`src/rtl/score_controller_if.sv`:
```
// Register-file port of the score controller: request/write side driven by the
// controller (master), read data returned by the register file (slave).
interface score_controller_if;
    logic       sc_en;
    logic       sc_readwrite;
    logic       sc_type;
    logic [7:0] sc_wr_data;
    logic       sc_clear;
    logic [7:0] rd_data;

    modport master (
        output sc_en,
        output sc_readwrite,
        output sc_type,
        output sc_wr_data,
        output sc_clear,
        input  rd_data
    );

    modport slave (
        input  sc_en,
        input  sc_readwrite,
        input  sc_type,
        input  sc_wr_data,
        input  sc_clear,
        output rd_data
    );
endinterface

```
`src/rtl/score_controller.sv`:
```
// Turns gameplay event pulses into read-modify-write transactions on the player
// score/lives register file. Define SCORE_EXTRA_LIFE_EN for the one-shot extra life at 100 points.
module score_controller #(
    parameter int PELLET_PTS  = 1,
    parameter int POWER_PTS   = 5,
    parameter int GHOST_PTS   = 20,
    parameter int START_LIVES = 3
) (
    input  logic               clock_50,
    input  logic               reset_n,
    input  logic               new_game,
    input  logic               ev_pellet,
    input  logic               ev_power,
    input  logic               ev_ghost,
    input  logic               ev_death,
    score_controller_if.master rf,
    output logic               busy,
    output logic               game_over
);
    typedef enum logic [1:0] {IDLE, READ, CALC, WRITE} state_t;
    typedef enum logic [2:0] {ITEM_PELLET, ITEM_POWER, ITEM_GHOST, ITEM_DEATH, ITEM_EXTRA} item_t;

    localparam logic [8:0] PELLET_P9 = 9'(PELLET_PTS);
    localparam logic [8:0] POWER_P9  = 9'(POWER_PTS);
    localparam logic [8:0] GHOST_P9  = 9'(GHOST_PTS);
    localparam logic [1:0] LIVES_CAP = 2'(START_LIVES);

    state_t     state_reg, state_next;
    item_t      item_reg, item_next;
    logic       take;
    logic [3:0] pellet_cnt_reg, pellet_sat;
    logic [1:0] power_cnt_reg, power_sat;
    logic [1:0] ghost_cnt_reg, ghost_sat;
    logic       death_pend_reg;
    logic [7:0] hold_reg;
    logic       game_over_reg;
    logic       clear_reg;
    logic       is_lives_item;
    logic [8:0] points;
    logic [8:0] score_sum;
    logic [1:0] lives_lo;
    logic [7:0] calc_value;
`ifdef SCORE_EXTRA_LIFE_EN
    logic       extra_pend_reg;
    logic       life_used_reg;
    logic       extra_set;
`endif

    assign is_lives_item = (item_reg == ITEM_DEATH) || (item_reg == ITEM_EXTRA);

    always_ff @(posedge clock_50 or negedge reset_n) begin
        if (!reset_n) begin
            state_reg <= IDLE;
            item_reg  <= ITEM_PELLET;
        end else begin
            state_reg <= state_next;
            item_reg  <= item_next;
        end
    end

    always_comb begin
        state_next      = state_reg;
        item_next       = item_reg;
        take            = 1'b0;
        rf.sc_en        = 1'b0;
        rf.sc_readwrite = 1'b0;
        rf.sc_type      = 1'b0;
        rf.sc_wr_data   = 8'd0;
        case (state_reg)
            IDLE: begin
                if (!game_over_reg) begin
                    take = 1'b1;
                    if (death_pend_reg)              item_next = ITEM_DEATH;
                    else if (ghost_cnt_reg != 2'd0)  item_next = ITEM_GHOST;
                    else if (power_cnt_reg != 2'd0)  item_next = ITEM_POWER;
                    else if (pellet_cnt_reg != 4'd0) item_next = ITEM_PELLET;
`ifdef SCORE_EXTRA_LIFE_EN
                    else if (extra_pend_reg)         item_next = ITEM_EXTRA;
`endif
                    else                             take = 1'b0;
                    if (take) state_next = READ;
                end
            end
            READ: begin
                rf.sc_en   = 1'b1;
                rf.sc_type = is_lives_item;
                state_next = CALC;
            end
            CALC: state_next = WRITE;
            WRITE: begin
                rf.sc_en        = 1'b1;
                rf.sc_readwrite = 1'b1;
                rf.sc_type      = is_lives_item;
                rf.sc_wr_data   = hold_reg;
                state_next      = IDLE;
            end
            default: state_next = IDLE;
        endcase
        // new_game aborts whatever is in flight; the held value is never written
        if (new_game) begin
            state_next = IDLE;
            take       = 1'b0;
        end
    end

    always_comb begin
        case (item_reg)
            ITEM_POWER: points = POWER_P9;
            ITEM_GHOST: points = GHOST_P9;
            default:    points = PELLET_P9;
        endcase
        score_sum  = {1'b0, rf.rd_data} + points;
        lives_lo   = rf.rd_data[1:0];
        calc_value = score_sum[8] ? 8'hFF : score_sum[7:0];
        if (item_reg == ITEM_DEATH)
            calc_value = {6'd0, (lives_lo == 2'd0) ? 2'd0 : lives_lo - 2'd1};
        else if (item_reg == ITEM_EXTRA)
            calc_value = {6'd0, (lives_lo >= LIVES_CAP) ? LIVES_CAP : lives_lo + 2'd1};
    end

    assign pellet_sat = (ev_pellet && pellet_cnt_reg != 4'hF) ? pellet_cnt_reg + 4'd1 : pellet_cnt_reg;
    assign power_sat  = (ev_power  && power_cnt_reg  != 2'h3) ? power_cnt_reg  + 2'd1 : power_cnt_reg;
    assign ghost_sat  = (ev_ghost  && ghost_cnt_reg  != 2'h3) ? ghost_cnt_reg  + 2'd1 : ghost_cnt_reg;

`ifdef SCORE_EXTRA_LIFE_EN
    assign extra_set = (state_reg == CALC) && !is_lives_item && !life_used_reg
                       && (rf.rd_data < 8'd100) && (calc_value >= 8'd100);
`endif

    always_ff @(posedge clock_50 or negedge reset_n) begin
        if (!reset_n) begin
            pellet_cnt_reg <= 4'd0;
            power_cnt_reg  <= 2'd0;
            ghost_cnt_reg  <= 2'd0;
            death_pend_reg <= 1'b0;
            hold_reg       <= 8'd0;
            game_over_reg  <= 1'b0;
            clear_reg      <= 1'b0;
`ifdef SCORE_EXTRA_LIFE_EN
            extra_pend_reg <= 1'b0;
            life_used_reg  <= 1'b0;
`endif
        end else if (new_game) begin
            pellet_cnt_reg <= 4'd0;
            power_cnt_reg  <= 2'd0;
            ghost_cnt_reg  <= 2'd0;
            death_pend_reg <= 1'b0;
            hold_reg       <= 8'd0;
            game_over_reg  <= 1'b0;
            clear_reg      <= 1'b1;
`ifdef SCORE_EXTRA_LIFE_EN
            extra_pend_reg <= 1'b0;
            life_used_reg  <= 1'b0;
`endif
        end else begin
            clear_reg <= 1'b0;
            if (game_over_reg) begin
                pellet_cnt_reg <= 4'd0;
                power_cnt_reg  <= 2'd0;
                ghost_cnt_reg  <= 2'd0;
                death_pend_reg <= 1'b0;
`ifdef SCORE_EXTRA_LIFE_EN
                extra_pend_reg <= 1'b0;
`endif
            end else begin
                // capture (saturating) first, then consume the unit selected this cycle
                pellet_cnt_reg <= pellet_sat - {3'd0, take && (item_next == ITEM_PELLET)};
                power_cnt_reg  <= power_sat  - {1'b0, take && (item_next == ITEM_POWER)};
                ghost_cnt_reg  <= ghost_sat  - {1'b0, take && (item_next == ITEM_GHOST)};
                death_pend_reg <= (death_pend_reg | ev_death) & ~(take && (item_next == ITEM_DEATH));
`ifdef SCORE_EXTRA_LIFE_EN
                extra_pend_reg <= (extra_pend_reg & ~(take && (item_next == ITEM_EXTRA))) | extra_set;
`endif
            end
            if (state_reg == CALC) begin
                hold_reg <= calc_value;
                if (item_reg == ITEM_DEATH && calc_value == 8'd0)
                    game_over_reg <= 1'b1;
            end
`ifdef SCORE_EXTRA_LIFE_EN
            life_used_reg <= life_used_reg | extra_set;
`endif
        end
    end

    assign rf.sc_clear = clear_reg;
    assign busy        = (state_reg != IDLE);
    assign game_over   = game_over_reg;
endmodule

```
`src/flat_wrapper.sv`:
```
// flat-port wrapper written by rule: the top's interface ports become plain ports
module score_controller_flat 
#(
    parameter int PELLET_PTS  = 1,
    parameter int POWER_PTS   = 5,
    parameter int GHOST_PTS   = 20,
    parameter int START_LIVES = 3
)
  (clock_50, reset_n, new_game, ev_pellet, ev_power, ev_ghost, ev_death, busy, game_over, rf_sc_en, rf_sc_readwrite, rf_sc_type, rf_sc_wr_data, rf_sc_clear, rf_rd_data);
  score_controller_if rf_i ();
  input  logic clock_50;
  input  logic reset_n;
  input  logic new_game;
  input  logic ev_pellet;
  input  logic ev_power;
  input  logic ev_ghost;
  input  logic ev_death;
  output logic busy;
  output logic game_over;
  output wire logic [$bits(rf_i.sc_en)-1:0] rf_sc_en;
  output wire logic [$bits(rf_i.sc_readwrite)-1:0] rf_sc_readwrite;
  output wire logic [$bits(rf_i.sc_type)-1:0] rf_sc_type;
  output wire logic [$bits(rf_i.sc_wr_data)-1:0] rf_sc_wr_data;
  output wire logic [$bits(rf_i.sc_clear)-1:0] rf_sc_clear;
  input wire logic [$bits(rf_i.rd_data)-1:0] rf_rd_data;
  assign rf_sc_en = rf_i.sc_en;
  assign rf_sc_readwrite = rf_i.sc_readwrite;
  assign rf_sc_type = rf_i.sc_type;
  assign rf_sc_wr_data = rf_i.sc_wr_data;
  assign rf_sc_clear = rf_i.sc_clear;
  assign rf_i.rd_data = rf_rd_data;
  score_controller #(.PELLET_PTS(PELLET_PTS), .POWER_PTS(POWER_PTS), .GHOST_PTS(GHOST_PTS), .START_LIVES(START_LIVES)) u_core (.clock_50(clock_50), .reset_n(reset_n), .new_game(new_game), .ev_pellet(ev_pellet), .ev_power(ev_power), .ev_ghost(ev_ghost), .ev_death(ev_death), .rf(rf_i), .busy(busy), .game_over(game_over));
endmodule
```
`config.mk`:
```
export PLATFORM = sky130hd
export DESIGN_NAME = score_controller_flat
export DESIGN_NICKNAME = d
export VERILOG_FILES = /design/src/rtl/score_controller_if.sv /design/src/rtl/score_controller.sv /design/src/flat_wrapper.sv
export SDC_FILE = /design/constraint.sdc
export NUM_CORES = 1
export LEC_CHECK = 0
export CAP_MARGIN = 20
export CORE_UTILIZATION = 37
export DETAILED_ROUTE_END_ITERATION = 8
export SYNTH_ARGS = -nofsm -noshare
export SYNTH_HDL_FRONTEND = slang
export SYNTH_SLANG_ARGS = --single-unit
```
`constraint.sdc`:
```
create_clock -name clock_50 -period 2 [get_ports clock_50]
set_input_delay 0.4 -clock clock_50 [delete_from_list [all_inputs] [get_ports clock_50]]
set_output_delay 0.4 -clock clock_50 [all_outputs]
set_load 0.1 [all_outputs]
```
==> After elaboration in Yosys (flattened, before gate mapping) <==
Cells that the tools add are included.
W data, S select, Z words.
{ "word_totals": {"ff_bits": 24, "latchBits": 0, "ramBits": 0, "rom_bits": 0, "inputBits": 15, "elab_cells": 105, "mem_count": 0} }
{ "classes": {"addsub": 9, "multipliers": 0, "n_div": 0, "magnitude_cmp": 1, "n_eq_ne": 15, "shift": 0, "n_mux": 46, "bitwise": 3, "n_reduce_logical": 22} }
{ "op_table": {"columns": ["op", "n"], "rows": [
  ["$mux W8", 6],
  ["$mux W2", 11],
  ["$mux W1", 18],
  ["$mux W3", 6],
  ["$eq A3 B2 Y1 const B", 4],
  ["$mux W4", 3],
  ["$pmux W5 S2", 1],
  ["$reduce_bool A2 Y1", 5],
  ["$add A8 B5 Y9", 1],
  ["$logic_and A1 B1 Y1", 8],
  ["$logic_not A8 Y1", 1],
  ["$pmux W2 S4", 1],
  ["$add A2 B1 Y2 const B", 3],
  ["$eq A3 B1 Y1 const B", 2],
  ["$ne A3 B3 Y1 const B", 2],
  ["$add A4 B1 Y4 const B", 1],
  ["$eq A2 B2 Y1 const B", 2],
  ["$logic_not A2 Y1", 2],
  ["$ne A2 B2 Y1 const B", 2],
  ["$ne A4 B4 Y1 const B", 1],
  ["$reduce_and A2 Y1", 2],
  ["$reduce_bool A4 Y1", 1],
  ["$sub A2 B1 Y2", 2],
  ["$sub A4 B1 Y4", 1],
  ["10 further kinds", 10]
]} }

==> Longest topological paths before layout <==
Gate-level depths: netlist of run 1.
{ "depth": {"ltp_word": 15, "mapped_depth": 10} }

==> Worst setup path before layout of run 1 <==
No wires, ideal clock.
{ "synth_path": {"path_kind": "flip-flop to output port", "startpoint": "register u_core.state_reg[0]", "endpoint": "output port rf_sc_type", "arrival_ns": 2.712, "path_slack_ns": -1.112, "path_stages_with_launch": 4, "n_path_buf": 0, "cell_sequence": "dfrtp_1 ha_1 or2_2 and2_1"} }
{ "synth_between": {"elab_chain_cells": 3, "elab_cells_between_ends": 4, "classes_between": "2 x eq/ne; 1 x mux; 1 x reduce/logical"} }
{ "synth_rtl": {"columns": ["element", "line", "source"], "rows": [
  ["start: declaration", "score_controller.sv:28", "state_t state_reg, state_next;"],
  ["start signal: assignment", "score_controller.sv:56", "state_reg <= state_next;"],
  ["$eq A2 B1 Y1 or $eq A2 B2 Y1 (tied branches)", "score_controller.sv:69", "case (state_reg)"],
  ["$reduce_or A2 Y1 (no line) *", null, null],
  ["$mux W1 *", "score_controller.sv:69", null],
  ["end: declaration", "flat_wrapper.sv:22", "output wire logic [$bits(rf_i.sc_type)-1:0] rf_sc_type;"]
]} }
Every way passes the cells marked *; elsewhere a longest branch is shown, timed or not.

==> Worst setup path in the final report of run 1 <==
{ "layout_path": {"startpoint": "register u_core.item_reg[1]", "endpoint": "register u_core.hold_reg[7]"} }
{ "layout_between": {"elab_chain_cells": 8, "elab_cells_between_ends": 11, "classes_between": "1 x add/sub; 4 x eq/ne; 6 x mux"} }
{ "layout_rtl": {"columns": ["element", "line", "source"], "rows": [
  ["start: declaration", "score_controller.sv:29", "item_t item_reg, item_next;"],
  ["start signal: assignment", "score_controller.sv:57", "item_reg <= item_next;"],
  ["$eq A3 B2 Y1 or $eq A3 B1 Y1 (tied branches)", "score_controller.sv:107", "case (item_reg)"],
  ["$pmux W5 S2", "score_controller.sv:107", null],
  ["$add A8 B5 Y9", "score_controller.sv:112", "score_sum = {1'b0, rf.rd_data} + points;"],
  ["$mux W8", "score_controller.sv:114", "calc_value = score_sum[8] ? 8'hFF : score_sum[7:0];"],
  ["$mux W8", "score_controller.sv:117", "else if (item_reg == ITEM_EXTRA)"],
  ["$mux W8 *", "score_controller.sv:115", "if (item_reg == ITEM_DEATH)"],
  ["$mux W8 *", "score_controller.sv:175", "if (state_reg == CALC) begin"],
  ["$mux W8 *", "score_controller.sv:143", "end else if (new_game) begin"],
  ["end signal: assignment", "score_controller.sv:176", "hold_reg <= calc_value;"],
  ["end: declaration", "score_controller.sv:35", "logic [7:0] hold_reg;"]
]} }
Every way passes the cells marked *; elsewhere a longest branch is shown, timed or not. The select of a mux whose other input is x is not followed.
A chain may end at the register's enable or synchronous reset.

==> summary.txt, run 1 <==
Outcome
  • Status: finished with violations
  • Failing checks: setup timing

Yosys
  • Average size of a mapped cell: 9.37 um^2
  • Post-synth top area share: 36.0%
  • Synth Warn #: 0
  • Mapped Area: 0.00167 mm^2
  • Syn nets: 211
  • Synth top area cells: dfrtp_1 36%, ha_1 14%, nor2_1 4.5%
  • Mux contribution to synthesized area: 3.00%
  • Post-Synth XOR/XNOR Area: 5.78%
  • Post-Synth Adder-Cell Area: 13.5%
  • Largest family of logic cells by synthesized area: simple AND/OR/NAND/NOR gates
  • Sequential fraction of the synthesis area: 36.0%
  • #FFs+latches synth: 24
  • Post-synthesis compound-gate area fraction: 13.7%
  • Mapped Cells: 178
  • Synth Area in Simple Gates: 24.1%
  • Area leader, netlist: dfrtp_1
  • Synth cell types: 42

STA
  • Worst Clk Skew: 4.37 ps
  • Hold Violations, Final: 0
  • Crit path time final: 2120 ps
  • TNS Setup: -344 ps
  • Tcrit/Tclk final: 106%
  • Hold_ws: 480 ps
  • Max Slew Vio Count: 0
  • Worst Tran Pin Value: 441 ps
  • RSZ-0062 raised after global routing: yes
  • Final setup fails: 6
  • Setup slack after layout: -125 ps
  • Max Freq: 471 MHz
  • Slew Limit Headroom: 69.8%

Finish
  • Fill cells: 333
  • Final instance area: 0.00281 mm^2
  • Layout overhead on the synthesized area: 68.3%
  • Max reg flops: 8
  • Final core utilization: 64.5%
  • Ant. Diodes: 0
  • Layout cell share with drive strength beyond 1: 47.0%
  • Post-Layout Cell Count: 305
  • Nets: 287

Worst hold path
  • Cells on Worst Hold Path: 2
  • Hold Path Class: flop to flop
  • Min-Delay Endpoint: u_core.hold_reg[1]
  • HP Start: u_core.hold_reg[1]

Floorplan
  • IO Count: 29
  • Starting Density: 38.3%
  • Core Rows: 24
  • Die X-Extent: 69.1 um
  • Die area: 0.00478 mm^2
  • Die H: 69.1 um
  • Core outline area: 0.00435 mm^2

Worst setup path
  • Worst EP arrival: 2290 ps
  • R2R cell count: 7
  • Buffers and inverters on the worst path: 1
  • CP max FO: 4
  • CP max stage delay: 470 ps
  • Worst R2R Setup Slack: -120 ps
  • CP top delay family: simple AND/OR/NAND/NOR gates
  • Cell Chain, Critical Path: nor3b_4 > buf_4 > ha_1 > nand2_1 > nor2_1 > or4b_4 > a32o_1
  • Required @ worst endpoint: 2160 ps
  • FF-to-FF End: u_core.hold_reg[7]
  • R2R Path Start: u_core.item_reg[1]
  • CP Capture Type: flop
  • WS Path Type: flop to flop
  • CP startpoint kind: flop
  • Slowest-stage cell, CP: or4b_4

Placed design
  • Post-DP HPWL: 3390 um
  • Setup WS pre-CTS: -328 ps
  • Post-Place Cells: 297
  • Routability cong.: 0.933
  • Dpl cell area: 0.00250 mm^2
  • IO Port Bufs: 28

GRT
  • Vias in the first global route: 1,643
  • Pin count of the biggest net entering global routing: 25
  • Total GRT Usage: 19.3%
  • First-pass GRT wire length: 7450 um
  • Remaining Overflow, GRT: 0
  • Initial antenna violation count: 0

CTS
  • Clock Path Buffers: 2
  • CTS tree: done
  • CTS buffer count: 3
  • Clk Tree Root Cell: clkbuf_8
  • Htree depth: 1
  • Clk slew on worst S/H paths: 90 ps
  • Clock sinks: 24
  • Clock latency on the worst-skew pair: 270 ps
  • Hold buffers post-CTS: 0

Power and ir drop
  • Maximum VDD drop: 0.688 mV
  • Leak Pwr: 1.27 nW
  • Total power per unit cell area: 1360 mW/mm^2
  • Power Total: 3.82 mW

Routing
  • Routed via count: 1,618
  • 1st-iter DRT viols: 69
  • Drt first pass iters: 7
  • Post-route DRC: 0
  • Routed Antenna Nets: 0
  • Wirelength, routed: 4470 um
  • Drt via density: 5.30
  • WL/cell: 14.7 um

Flow run
  • Max-cap viol count: 0
==> synth_stat cells, drive strengths merged <==
master   instances
nor4             3
or2b             1
a211oi           1
a2111oi          2
nand2b           4
a31oi            3
buf              2
or2              3
a21oi            9
inv             13
ha              18
a32o             1
xor2             3
and4b            1
and2            10
and3             1
a221o            2
o21bai           1
dfrtp           24
a21o             1
mux2i            5
nand3b           1
o21ai            6
or4b             1
xnor2            8
nand2            8
nand4            1
nor3b            2
nor2b            7
nor3             5
nor2            20
nor4bb           1
a2bb2oi          1
o41ai            3
a22o             2
nand3            2
and4bb           1
or3              1
==> repair_timing <==
| item | 4_1_cts | 5_1_grt |
|---|---|---|
| pin swaps | 1 | 6 |
| buffers inserted | 2 | 2 |
| setup endpoints to repair | 10 | 16 |
| endpoints found under the hold margin | 0 | 0 |
| gates resized for setup | 11 | 36 |
==> power by group <==
group	total, mW	switching (mW)	internal, mW
combinational	2.65	1.33	1.31
sequential	0.745	0.118	0.627
clock	0.426	0.158	0.268
total	3.82	1.61	2.21
==> cells in the final DEF (no fill, tap or decap), drive strengths merged, types with 4 or more instances in the layout <==
cell,netlist,final
nand2,8,8
inv,13,13
xnor2,8,8
mux2i,5,5
clkdlybuf4s50,0,14
nand2b,4,4
nor3,5,5
a21oi,9,9
dfrtp,24,24
buf,2,59
nor2b,7,7
nor2,20,20
and2,10,10
ha,18,18
o21ai,6,6
==> worst max path at each step <==
stage                  startpoint            endpoint  slack [ps]  cells after the start
4_1_cts        u_core.item_reg[0]  u_core.hold_reg[7]        -130                      7
3_5_place_dp        rf_rd_data[0]  u_core.hold_reg[6]        -330                      7
5_1_grt        u_core.item_reg[1]  u_core.hold_reg[7]        -180                      7
6_report       u_core.item_reg[1]  u_core.hold_reg[7]        -120                      7
3_3_place_gp        rf_rd_data[0]  u_core.hold_reg[3]        -190                      7
2_1_floorplan  u_core.item_reg[0]  u_core.hold_reg[7]          -1                      7
==> cell families (layout without fill, tap and decap cells) <==
family	count (synthesis)	count (layout)
AO/OA/AOI/OAI	32	32
XOR/XNOR	11	11
adder cells (fa/ha/maj)	18	18
buffers and inverters	15	90
flip-flops	24	24
multiplexers	5	5
AND/OR/NAND/NOR	73	73
==> layer usage <==
layer  global-route usage, %  vias up  part of all wire, %
li1                        -      780                    -
met1                    24.6      790                   42
met2                    34.4       42                   53
met3                    1.90        6                  3.5
met4                    5.44        0                  1.3
met5                       0        -                    0
==> cell type report <==
cell class,instances,area (um^2),share of cell area [%]
Multi-Input combinational cell,139,1260,44.8
Timing Repair Buffer,73,757,27.0
Sequential cell,24,607,21.6
Tap cell,52,65.1,2.32
Inverter,13,48.8,1.74
Clock buffer,3,41.3,1.47
Clock inverter,1,30.0,1.07
==> worst reg2reg max path, delay by kind of cell, from the launching register on <==
kind | cells | cell delay (ps)
compound gates | 1 | 260
fa+ha+maj | 1 | 340
buf+inv | 1 | 140
flops | 1 | 460
simple gates | 4 | 820
Note: power is estimated with default switching activity, not from simulation.
==> inputs of run 2 (changes only) <==
Settings changed: CTS_CLUSTER_SIZE from default to 24.
==> results of run 2 <==
Final layout, timing and power as in run 1 (identical DEF).
